$ cat src/rtl/mux_arb_pkg.sv
// Shared definitions for the two-requester round-robin 12-bit mux arbiter.
// Source encoding, output-register state encoding and default sizes.
package mux_arb_pkg;

    localparam logic SRC_A = 1'b0;
    localparam logic SRC_B = 1'b1;

    typedef enum logic {
        ST_EMPTY = 1'b0,
        ST_FULL  = 1'b1
    } state_t;

    localparam int DW_DEFAULT       = 12;
    localparam int LOCK_MAX_DEFAULT = 4;

endpackage

$ cat src/rtl/rr_pick2.sv
// Combinational two-way round-robin pick. hold forces a tie to go to the
// side that won last (used by the optional grant-lock feature).
module rr_pick2
    import mux_arb_pkg::*;
(
    input  logic       a_valid,
    input  logic       b_valid,
    input  logic       last,
    input  logic       hold,
    output logic [1:0] grant,
    output logic       has_grant
);

    logic pick;

    always_comb begin
        grant = 2'b00;
        pick  = SRC_A;
        unique case ({b_valid, a_valid})
            2'b01: pick = SRC_A;
            2'b10: pick = SRC_B;
            2'b11: pick = hold ? last : ~last;
            default: pick = SRC_A;
        endcase
        if (a_valid | b_valid) begin
            grant = (pick == SRC_B) ? 2'b10 : 2'b01;
        end
        has_grant = a_valid | b_valid;
    end

endmodule

$ cat src/rtl/mux12_rr_arbiter.sv
// Round-robin arbiter sharing one DW-bit datapath between requesters A and B,
// with a one-entry registered output. Optional grant lock: MUX_ARB_LOCK_EN.
module mux12_rr_arbiter
    import mux_arb_pkg::*;
#(
    parameter int DW = DW_DEFAULT
`ifdef MUX_ARB_LOCK_EN
    ,
    parameter int LOCK_MAX = LOCK_MAX_DEFAULT
`endif
) (
    input  logic          clk,
    input  logic          rst_n,
`ifdef MUX_ARB_LOCK_EN
    input  logic          a_lock,
    input  logic          b_lock,
`endif
    input  logic          a_valid,
    input  logic [DW-1:0] a_data,
    output logic          a_ready,
    input  logic          b_valid,
    input  logic [DW-1:0] b_data,
    output logic          b_ready,
    output logic          x_valid,
    output logic [DW-1:0] x_data,
    output logic          x_src,
    input  logic          x_ready,
    output logic          sel
);

    // Handshake: a word moves when valid & ready are both high on a rising
    // edge. Requesters hold valid/data until ready; the consumer sees x_valid
    // and takes the word by raising x_ready in that cycle.

    state_t        state_q, state_d;
    logic          last_q;
    logic          sel_q;
    logic          src_q;
    logic [DW-1:0] data_q;
    logic [1:0]    grant;
    logic          has_grant;
    logic          hold;
    logic          can_load;
    logic          xfer;

    rr_pick2 u_pick (
        .a_valid   (a_valid),
        .b_valid   (b_valid),
        .last      (last_q),
        .hold      (hold),
        .grant     (grant),
        .has_grant (has_grant)
    );

    assign can_load = (state_q == ST_EMPTY) | x_ready;
    assign a_ready  = rst_n & can_load & grant[0];
    assign b_ready  = rst_n & can_load & grant[1];
    assign xfer     = a_ready | b_ready;

    // sel follows the live grant and falls back to the previous grant when idle.
    assign sel     = (rst_n & has_grant) ? grant[1] : sel_q;
    assign x_valid = (state_q == ST_FULL);
    assign x_data  = data_q;
    assign x_src   = src_q;

    always_comb begin
        state_d = state_q;
        unique case (state_q)
            ST_EMPTY: if (xfer) state_d = ST_FULL;
            ST_FULL:  if (x_ready && !xfer) state_d = ST_EMPTY;
            default:  state_d = ST_EMPTY;
        endcase
    end

    always_ff @(posedge clk) begin
        if (!rst_n) begin
            state_q <= ST_EMPTY;
            data_q  <= '0;
            src_q   <= SRC_A;
            last_q  <= SRC_B;
            sel_q   <= SRC_A;
        end else begin
            state_q <= state_d;
            if (xfer) begin
                data_q <= b_ready ? b_data : a_data;
                src_q  <= b_ready ? SRC_B : SRC_A;
                last_q <= b_ready ? SRC_B : SRC_A;
            end
            if (has_grant) begin
                sel_q <= grant[1];
            end
        end
    end

`ifdef MUX_ARB_LOCK_EN
    localparam int CW = $clog2(LOCK_MAX + 1);

    logic [CW-1:0] lock_cnt_q;
    logic          last_lock;
    logic          win_lock;

    assign last_lock = (last_q == SRC_B) ? b_lock : a_lock;
    assign win_lock  = b_ready ? b_lock : a_lock;
    assign hold      = last_lock & (lock_cnt_q < CW'(LOCK_MAX));

    // The first locked win of a run counts as 1, so the holder gets LOCK_MAX beats.
    always_ff @(posedge clk) begin
        if (!rst_n) begin
            lock_cnt_q <= '0;
        end else if (xfer) begin
            if (!win_lock) begin
                lock_cnt_q <= '0;
            end else if ((b_ready ? SRC_B : SRC_A) == last_q) begin
                if (lock_cnt_q != CW'(LOCK_MAX)) lock_cnt_q <= lock_cnt_q + 1'b1;
            end else begin
                lock_cnt_q <= CW'(1);
            end
        end else if (!last_lock) begin
            lock_cnt_q <= '0;
        end
    end
`else
    assign hold = 1'b0;
`endif

endmodule

$ cat config.mk
export PLATFORM = sky130hd
export DESIGN_NAME = mux12_rr_arbiter
export DESIGN_NICKNAME = d
export VERILOG_FILES = /design/src/rtl/mux_arb_pkg.sv /design/src/rtl/rr_pick2.sv /design/src/rtl/mux12_rr_arbiter.sv
export SDC_FILE = /design/constraint.sdc
export NUM_CORES = 1
export LEC_CHECK = 0
export BUFFER_PORTS_ARGS = -buffer_cell sky130_fd_sc_hd__buf_2
export CORE_MARGIN = 4
export CORE_UTILIZATION = 43
export DETAILED_ROUTE_END_ITERATION = 6
export PLACE_DENSITY = 0.83
export RECOVER_POWER = 100
export SYNTH_ARGS = -nofsm -noshare
export SYNTH_HDL_FRONTEND = slang
export SYNTH_HIERARCHICAL = 1
export SYNTH_SLANG_ARGS = --single-unit
$ cat constraint.sdc
create_clock -name clk -period 1.7 [get_ports clk]
set_clock_uncertainty 0.15 [all_clocks]
set_input_delay 0.17 -clock clk [delete_from_list [all_inputs] [get_ports clk]]
set_output_delay 0.17 -clock clk [all_outputs]
set_load 0.02 [all_outputs]
; ---- After elaboration in Yosys (flattened, before gate mapping)
; Cells that the tools add are included.
; Widths: inputs -> output; s select.
[totals]
elab_cells = 27
ff_bits = 16
inputBits = 29
out_inout_bits = 17
[classes]
reduce_logical = 2
eq_ne = 2
bitwise = 9
muxes = 9
[op_table]
columns = operator, n
row1 = $mux 12, 1
row2 = $and 1x1->1, 4
row3 = $eq 2x2->1 const B, 2
row4 = $mux 1, 4
row5 = $mux 2, 2
row6 = $pmux 1 s2, 2
row7 = $or 1x1->1, 3
row8 = $not 1->1, 2
row9 = $logic_and 1x1->1, 1
row10 = $logic_not 1->1, 1

; ---- Depth between registers and ports, before layout
; Gate-level depths: netlist (run 1).
[depth]
depth_word = 10
depth_mapped = 7
depth_no_buf = 5

; ---- Modules after synthesis
; Netlist (run 1), hierarchy kept.
[modules_own_cells]
columns = mod, instances, seq_area_each_um2, area_per_inst_um2, cells_per_inst
row1 = mux12_rr_arbiter, 1, 320.3, 799.5, 88
row2 = rr_pick2, 1, 0.0, 31.3, 5

; ---- Worst setup path before layout (run 1)
; Ideal clock, no wire load.
[synth_timing]
path_type = flip-flop to flip-flop
startpoint = register last_q
endpoint = register data_q[8], in the netlist x_data[8]
required_ns = 1.431
slack_ns = 0.169
t_arrival_ns = 1.262
stages_incl_launch_ff = 7
path_buffers = 2
setup_time_ns = 0.119
synth_period_minus_slack_ns = 1.531
cell_sequence = dfxtp_1 xnor2_1 o21a_1 buf_6 o21a_4 buf_6 o221a_2
[synth_via]
elab_chain_len = 6
elab_cells_between_ends = 8
classes_between = mux: 4 / bitwise: 4
[synth_rtl]
columns = element, line_no
row1 = start: declaration, mux12_rr_arbiter.sv:36  ; logic last_q;
row2 = start signal: assignment, mux12_rr_arbiter.sv:87  ; last_q <= b_ready ? SRC_B : SRC_A;
row3 = $not 1->1 *, rr_pick2.sv:22  ; 2'b11: pick = hold ? last : ~last;
row4 = $pmux 1 s2 *, rr_pick2.sv:19  ; unique case ({b_valid, a_valid})
row5 = $mux 2 *, rr_pick2.sv:26  ; grant = (pick == SRC_B) ? 2'b10 : 2'b01;
row6 = $mux 2 *, rr_pick2.sv:25  ; if (a_valid | b_valid) begin
row7 = via grant[1], mux12_rr_arbiter.sv:40  ; logic [1:0] grant;
row8 = $and 1x1->1 *, mux12_rr_arbiter.sv:57  ; assign b_ready = rst_n & can_load & grant[1];
row9 = $mux 12 / $or 1x1->1 (equally long branches), "mux12_rr_arbiter.sv:85, mux12_rr_arbiter.sv:58"
row10 = end signal: assignment, mux12_rr_arbiter.sv:85  ; data_q <= b_ready ? b_data : a_data;
row11 = end: declaration, mux12_rr_arbiter.sv:39  ; logic [DW-1:0] data_q;
; The timed path passes the listed nets; every way through them passes the cells marked *.
; A chain may end at the register's enable or synchronous reset.

; ---- Worst setup path in the final report (run 1)
[layout_timing]
startpoint = register last_q
endpoint = output port sel
[layout_via]
elab_chain_len = 5
[layout_rtl]
columns = element, line_no
row1 = $not 1->1, rr_pick2.sv:22
row2 = $pmux 1 s2, rr_pick2.sv:19
row3 = $mux 2, rr_pick2.sv:26
row4 = $mux 2, rr_pick2.sv:25
row5 = via grant[1], mux12_rr_arbiter.sv:40
row6 = $mux 1, mux12_rr_arbiter.sv:61  ; assign sel = (rst_n & has_grant) ? grant[1] : sel_q;
row7 = end: declaration, mux12_rr_arbiter.sv:28  ; output logic sel
; The timed path passes the listed nets, and every way through them passes these cells.

==> metrics.yaml, run 1 <==
cts_sinks: 16
drc: 0
drive_gt1_share_pct: 38.73
powerDensity_nw_per_um2: 864.0
avgSynthCellArea_sq_um: 8.933
syn_inst: 93
first_pass_iters: 4
drv_cap: 0
max_stage_delay_ns: 0.36
clock_latency_ns: 0.27
grt_use_met1_pct: 19.75
period_share_pct: 105.5
syn_nets: 122
ant_nets: 0
violations: "setup timing"
grt_pass1_wl_microns: 3519
fmax_mhz: 557.8
critPathCaptureType: "output pin"
grt-ovfl-total: 0
timing.final.max_slew_violations: 0
grt_util_met2_pct: 30.75
status: "finished, violations left"
synth.distinct_cells: 24
rsz0062_at_grt: "true"
setup.worst_path.class: "register to output pin"
cts_tree: "yes"
period_minus_slack_ns: 1.793
hold_path.class: "input pin to register"
rows: 15
initial_utilization_pct: 46.60
dp.cells: 159
hpwlAfterDp_microns: 1650
worstPathMaxFanout: 4
worstPathCellList: "xnor2_2, o21a_1, buf_12, mux2_2, buf_6"
hold_path_startpoint: "x_ready"
slowest_stage: "dfxtp_2"
track_usage_pct: 16.82
setup.worst_path.start: "last_q$_SDFFE_PN1P_"
cp_top_family: "flip-flops"
cts_root_buf: "clkbuf_4"
cts_buffer_depth: 2
critical_path_required_ns: 1.38
numCtsBuffers: 3
finish.net_count: 172
post-route-util_pct: 64.84
r2r-start: "last_q$_SDFFE_PN1P_"
drtIter0Drc: 11
wl_microns: 2245
peakVddDrop_uv: 541.3
arrival_ns: 1.47
area_delta_synth_final_pct: 39.16
fin_ws_ns: -0.09278
top_usage_layer: "met2"
place.gp.congestion: 0.7997
layoutNonFillerInstCount: 167
met3_usage_pct: 2.865
core_area_sq_um: 1783
htree_levels: 1
p_leak_nw: 0.5242
die-area_sq_um: 2699
die_w_microns: 51.96
port-buffer-count: 45
via_per_inst: 5.257
num_io_pins: 46
antenna_found_initial: 0
synth_area_sq_um: 830.8
die_y_microns: 51.96
antenna_cells: 0
clkTransAtPathRegs_ns: 0.09
start_kind: "register"
grt_pass1_vias: 859
hold_violations: 0
tns_ns: -0.4490
setup_violations: 14
num_vias: 878
synth-seq-cells: 16
yosysWarnings: 6
routedWlPerCell_microns: 13.44
nFillCells: 169
crit_buf_inv: 2
synth_seq_area_share_pct: 38.55
grt_max_degree: 19
where the power goes:
part	switching, W	leakage, nW	internal (W)
logic	0.000172	0.370	0.000142
clock network	0.000113	0.0210	0.000130
registers	0.0000242	0.133	0.000417
stage by stage:
| step | setup slack (ns) | total power (W) | area, sq um | hold WS (ns) |
|---|---|---|---|---|
| after floorplan | 0.1689 | 0.0006478 | 830.8 | 0.2419 |
| after global placement | 0.1475 | 0.0007383 | 1076 | 0.3138 |
| after detailed placement | 0.09319 | 0.0007492 | 1076 | 0.3288 |
| after global routing | -0.1385 | 0.001062 | 1156 | 0.06016 |
| after CTS | -0.08775 | 0.001003 | 1135 | 0.04908 |
| final | -0.09278 | 0.0009989 | 1156 | 0.07427 |
final cells by class:
| cell class | instances | area (sq um) | share of cell area, % |
|---|---|---|---|
| inverters | 3 | 11.26 | 0.9740 |
| flip-flops and latches | 16 | 321.6 | 27.81 |
| well taps | 25 | 31.28 | 2.706 |
| repair buffers | 52 | 285.3 | 24.68 |
| clock buffers | 4 | 36.28 | 3.139 |
| multi-input cells | 67 | 470.5 | 40.69 |
worst min-delay path: cells and delay by family:
kind | cells | cell delay, ns
and+or+nand+nor | 1 | 0.14
buffers and inverters | 1 | 0.07
AOI/OAI and AO/OA | 1 | 0.07
state kept, by name (all words and copies together), names as in the netlist:
register	flops
x_data	12
last_q	1
sel_q	1
x_src	1
x_valid	1
routing by layer:
| metal | vias to the layer above | part of all wire [%] |
|---|---|---|
| li1 | 431 | - |
| met1 | 410 | 44 |
| met2 | 37 | 49 |
| met3 | 0 | 7.2 |
| met4 | 0 | 0 |
| met5 | - | 0 |
cell usage in the layout, fill, tap and decap left out, types with 2 or more instances in the layout:
master / n
o221a_1: 9
clkbuf_4: 3
o221a_2: 3
nand2_1: 2
clkbuf_1: 14
buf_4: 6
a21oi_1: 13
inv_1: 3
nor2_1: 14
buf_2: 29
dfxtp_1: 15
nor2b_1: 12
buf_6: 2
cell usage after synthesis:
| master | number | area [sq um] |
|---|---|---|
| a21oi_1 | 14 | 70.07 |
| o21a_4 | 1 | 15.01 |
| o221a_1 | 9 | 101.4 |
| nand2_1 | 2 | 7.510 |
| inv_1 | 3 | 11.26 |
| buf_2 | 4 | 20.02 |
| xnor2_1 | 1 | 8.760 |
| nand2b_4 | 1 | 13.76 |
| nor2_1 | 14 | 52.55 |
| a31o_2 | 1 | 8.760 |
| clkbuf_1 | 1 | 3.750 |
| nand3_1 | 1 | 5.000 |
| mux2_2 | 1 | 11.26 |
| mux2i_1 | 1 | 10.01 |
| buf_4 | 1 | 7.510 |
| dfxtp_1 | 16 | 320.3 |
| nor2b_1 | 12 | 75.07 |
| a211o_1 | 1 | 8.760 |
| o21a_1 | 1 | 7.510 |
| conb_1 | 1 | 3.750 |
| and3_1 | 1 | 6.260 |
| or2_2 | 1 | 6.260 |
| o221a_2 | 3 | 33.78 |
| buf_6 | 2 | 22.52 |
repair_timing:
action,in CTS,in global routing
endpoints found under the hold margin,0,0
buffers inserted,1,2
gates cloned,0,1
pin swaps,2,2
setup endpoints to repair,3,15
gates resized for setup,5,3
hold buffers,0,0
cell families (layout without fill, tap and decap cells):
kind of cell,after synthesis,count (layout),synth area share (%)
compound gates,30,31,29.52
buf+inv,11,59,7.831
xor+xnor,1,1,1.054
simple gates,32,32,20.03
mux,2,2,2.560
other cells,1,1,0.4514
flops,16,16,38.55
final timing paths:
path,endpoint,slack [ns],cells past startpoint
max,sel,-0.09,5
min,x_valid$_SDFF_PN0_,0.07,3
max reg2reg,x_data[1]$_SDFFE_PN0P_,-0.04,6
min reg2reg,sel_q$_SDFFE_PN0P_,0.35,2
Note: power is estimated with default switching activity, not from simulation.
==> inputs of run 2 (changes only) <==
--- a/config.mk
+++ b/config.mk
@@ -9,9 +9,8 @@
 export CORE_MARGIN = 4
 export CORE_UTILIZATION = 43
 export DETAILED_ROUTE_END_ITERATION = 6
-export PLACE_DENSITY = 0.83
+export PLACE_DENSITY = 0.82
 export RECOVER_POWER = 100
 export SYNTH_ARGS = -nofsm -noshare
 export SYNTH_HDL_FRONTEND = slang
-export SYNTH_HIERARCHICAL = 1
 export SYNTH_SLANG_ARGS = --single-unit
==> constraint.sdc (replaced) <==
create_clock -name clk -period 1.9 [get_ports clk]
set_clock_uncertainty 0.15 [all_clocks]
set_input_delay 0.19 -clock clk [delete_from_list [all_inputs] [get_ports clk]]
set_output_delay 0.19 -clock clk [all_outputs]
set_load 0.02 [all_outputs]
==> metrics.yaml, run 2 <==
setup.worst_path.class: "register to output pin"
cts_resized: 0  # -5
yosysTopAreaCell: "dfxtp_1"
hold_path.class: "input pin to register"
synth_area_leaders: "dfxtp_1 38%, o31ai_2 12%, o211ai_1 11%"
worstPathCellList: "nand2b_1, buf_4, and3_1, clkbuf_1"
clock_latency_ns: 0.28  # about the same
comb_power_share_pct: 28.1  # -3.4 points
maxSlewHeadroom_pct: 43.63
numCtsBuffers: 3  # unchanged
critical_path_required_ns: 1.56  # +0.18 ns
synth_edf_count: 0  # unchanged
place.gp.congestion: 0.6844  # -14%
num_io_pins: 46  # unchanged
status: "finished, final reports clean"
place_area_sq_um: 1080  # +0.35%
r2r-end: "x_data[9]$_SDFFE_PN0P_"
area_delta_synth_final_pct: 28.82
tns_ns: 0  # +0.4490 ns
synth_area_sq_um: 850.8  # +2.4%
start_kind: "register"
period_share_pct: 93.17
rsz0062_at_grt: "false"
track_usage_pct: 16.44  # -0.38 points
worstPathMaxFanout: 14  # +10
hold_path_startpoint: "b_data[4]"
clkTransAtPathRegs_ns: 0.09  # about the same
dp.cells: 155  # -2.5%
rows: 15  # unchanged
fmax_mhz: 564.9
largest_reg_flops: 12  # unchanged
p_leak_nw: 0.4602  # -12%
synth.distinct_cells: 25  # +4.2%
drive_gt1_share_pct: 35.56  # -3.2 points
synth_most_common_cell: "dfxtp_1"
syn_inst: 91  # -2.2%
layoutNonFillerInstCount: 160  # -4.2%
cts_tree: "yes"
reg2reg_depth: 3  # -3
grt_pass1_wl_microns: 3443  # -2.2%
fin_ws_ns: 0.1298  # +0.2225 ns
wl_microns: 2253  # +0.36%
drv_cap: 0  # unchanged
synth_ff_type: "dfxtp_1"
powerDensity_nw_per_um2: 708.6  # -18%
timing.final.max_slew_violations: 0  # unchanged
ant_nets: 0  # unchanged
antenna_found_initial: 0  # unchanged
die-area_sq_um: 2754  # +2.0%
grt_pass1_vias: 827  # -3.7%
dpl_worst_slack_ns: 0.3813  # +0.2881 ns
die_y_microns: 52.48  # +1.0%
synth_top_area_share_pct: 37.65  # -0.91 points
peakVddDrop_uv: 393.5  # -27%
grt-ovfl-total: 0  # unchanged
hpwlAfterDp_microns: 1615  # -2.1%
switching_share_pct: 32.50  # +1.5 points
r2r-start: "x_valid$_SDFF_PN0_"
worst_slew_pin_slew_ns: 0.8438
period_minus_slack_ns: 1.770
final_common_cell: "buf_2"
synth-seq-cells: 16  # unchanged
cts_sinks: 16  # unchanged
initial_utilization_pct: 47.22  # +0.63 points
hold_path_depth: 3  # unchanged
via_per_inst: 5.463  # +3.9%
hold_violations: 0  # unchanged
drc: 0  # unchanged
synth_seq_area_share_pct: 37.65  # -0.91 points
p_switching_w: 0.0002524  # -19%
syn_nets: 120  # -1.6%
htree_levels: 1  # unchanged
port-buffer-count: 45  # unchanged
setup_violations: 0  # -14
max_stage_delay_ns: 0.33  # -0.03 ns
grt_max_degree: 20  # +1
cts_buffer_depth: 2  # unchanged
slowest_stage: "dfxtp_1"
first_pass_iters: 4  # unchanged
critPathCaptureType: "output pin"
finish.net_count: 166  # -3.5%
num_vias: 874  # -0.46%
yosysWarnings: 0  # -6
synthArstFlopShare_pct: 0  # unchanged
r2r_setup_slack_ns: 0.31  # +0.35 ns
avgSynthCellArea_sq_um: 9.350  # +4.7%
routedWlPerCell_microns: 14.08  # +4.7%
antenna_cells: 0  # unchanged
design_area_sq_um: 1096  # -5.2%
synth_commonest_cells: "16 x dfxtp_1, 14 x nor2_1, 12 x a31oi_1, 12 x o211ai_1, 8 x o31ai_2"
final_cell_mix: "28 x buf_2, 17 x clkbuf_1, 16 x dfxtp_1"
die_w_microns: 52.48  # +1.0%
clkPwrFrac_pct: 22.5  # -1.9 points
hold_path_end: "x_data[4]$_SDFFE_PN0P_"
arrival_ns: 1.43  # -0.04 ns
cts_root_buf: "clkbuf_4"
drtIter0Drc: 16  # +5
p_int_w: 0.0005243  # -24%
power_frac_seq_pct: 49.4  # +5.2 points
core_area_sq_um: 1802  # +1.1%
run 2: routing by layer:
metal / vias up / wire length [microns] / track usage, % / part of all wire (%)
li1: 437 / - / - / -
met5: - / 0 / 0 / 0
met3: 2 / 228 / 3.134 / 10
met4: 0 / 8 / 5.106 / 0.36
met2: 43 / 1029 / 27.89 / 46
met1: 392 / 987 / 20.73 / 44
run 2: area by class of cell:
type / instances / area (sq um)
repair buffers: 50 / 241.5
multi-input cells: 65 / 476.7
well taps: 25 / 31.28
fillers: 192 / 705.7
flip-flops and latches: 16 / 320.3
inverters: 1 / 3.754
clock buffers: 3 / 22.52
run 2: worst max-delay path: cells and delay by family (launching register included):
family,cells,cell delay (ns)
simple gates,2,0.36
buf+inv,2,0.46
flops,1,0.33
run 2: worst max-delay path by stage:
| stage | endpoint | start |
|---|---|---|
| CTS | b_ready | last_q$_SDFFE_PN1P_ |
| floorplan | a_ready | x_valid$_SDFF_PN0_ |
| detailed placement | x_data[9]$_SDFFE_PN0P_ | x_valid$_SDFF_PN0_ |
| finish | b_ready | x_valid$_SDFF_PN0_ |
| global route | b_ready | x_valid$_SDFF_PN0_ |
| global placement | b_ready | b_valid |
run 2: logic make-up after synthesis:
logic type      after synthesis  share of synthesized area, %
compound gates               43                         42.65
buf+inv                      10                         6.323
flops                        16                         37.65
simple gates                 22                         13.38
run 2: through the flow:
| stage | utilization (%) | power, W | hold WS (ns) |
|---|---|---|---|
| after floorplan | - | 0.0005351 | 0.2120 |
| after global routing | 60.83 | 0.0008118 | 0.06138 |
| after global placement | 59.93 | 0.0006067 | 0.3034 |
| after detailed placement | 59.93 | 0.0006115 | 0.3183 |
| after CTS | 61.18 | 0.0007900 | 0.04361 |
| final | 60.83 | 0.0007767 | 0.04988 |
run 2: timing repair:
action / 4_1_cts / 5_1_grt
setup endpoints to repair: 0 / 1
hold buffers: 0 / 0
buffers inserted: 0 / 2
run 2: power groups by stage:
stage	Combinational [W]	Clock (W)	Sequential [W]
after detailed placement	0.000221	0	0.000391
after global routing	0.000238	0.000187	0.000387
after floorplan	0.000114	0	0.000421
after global placement	0.000217	0	0.000389
final	0.000218	0.000175	0.000384
after CTS	0.000222	0.000185	0.000383
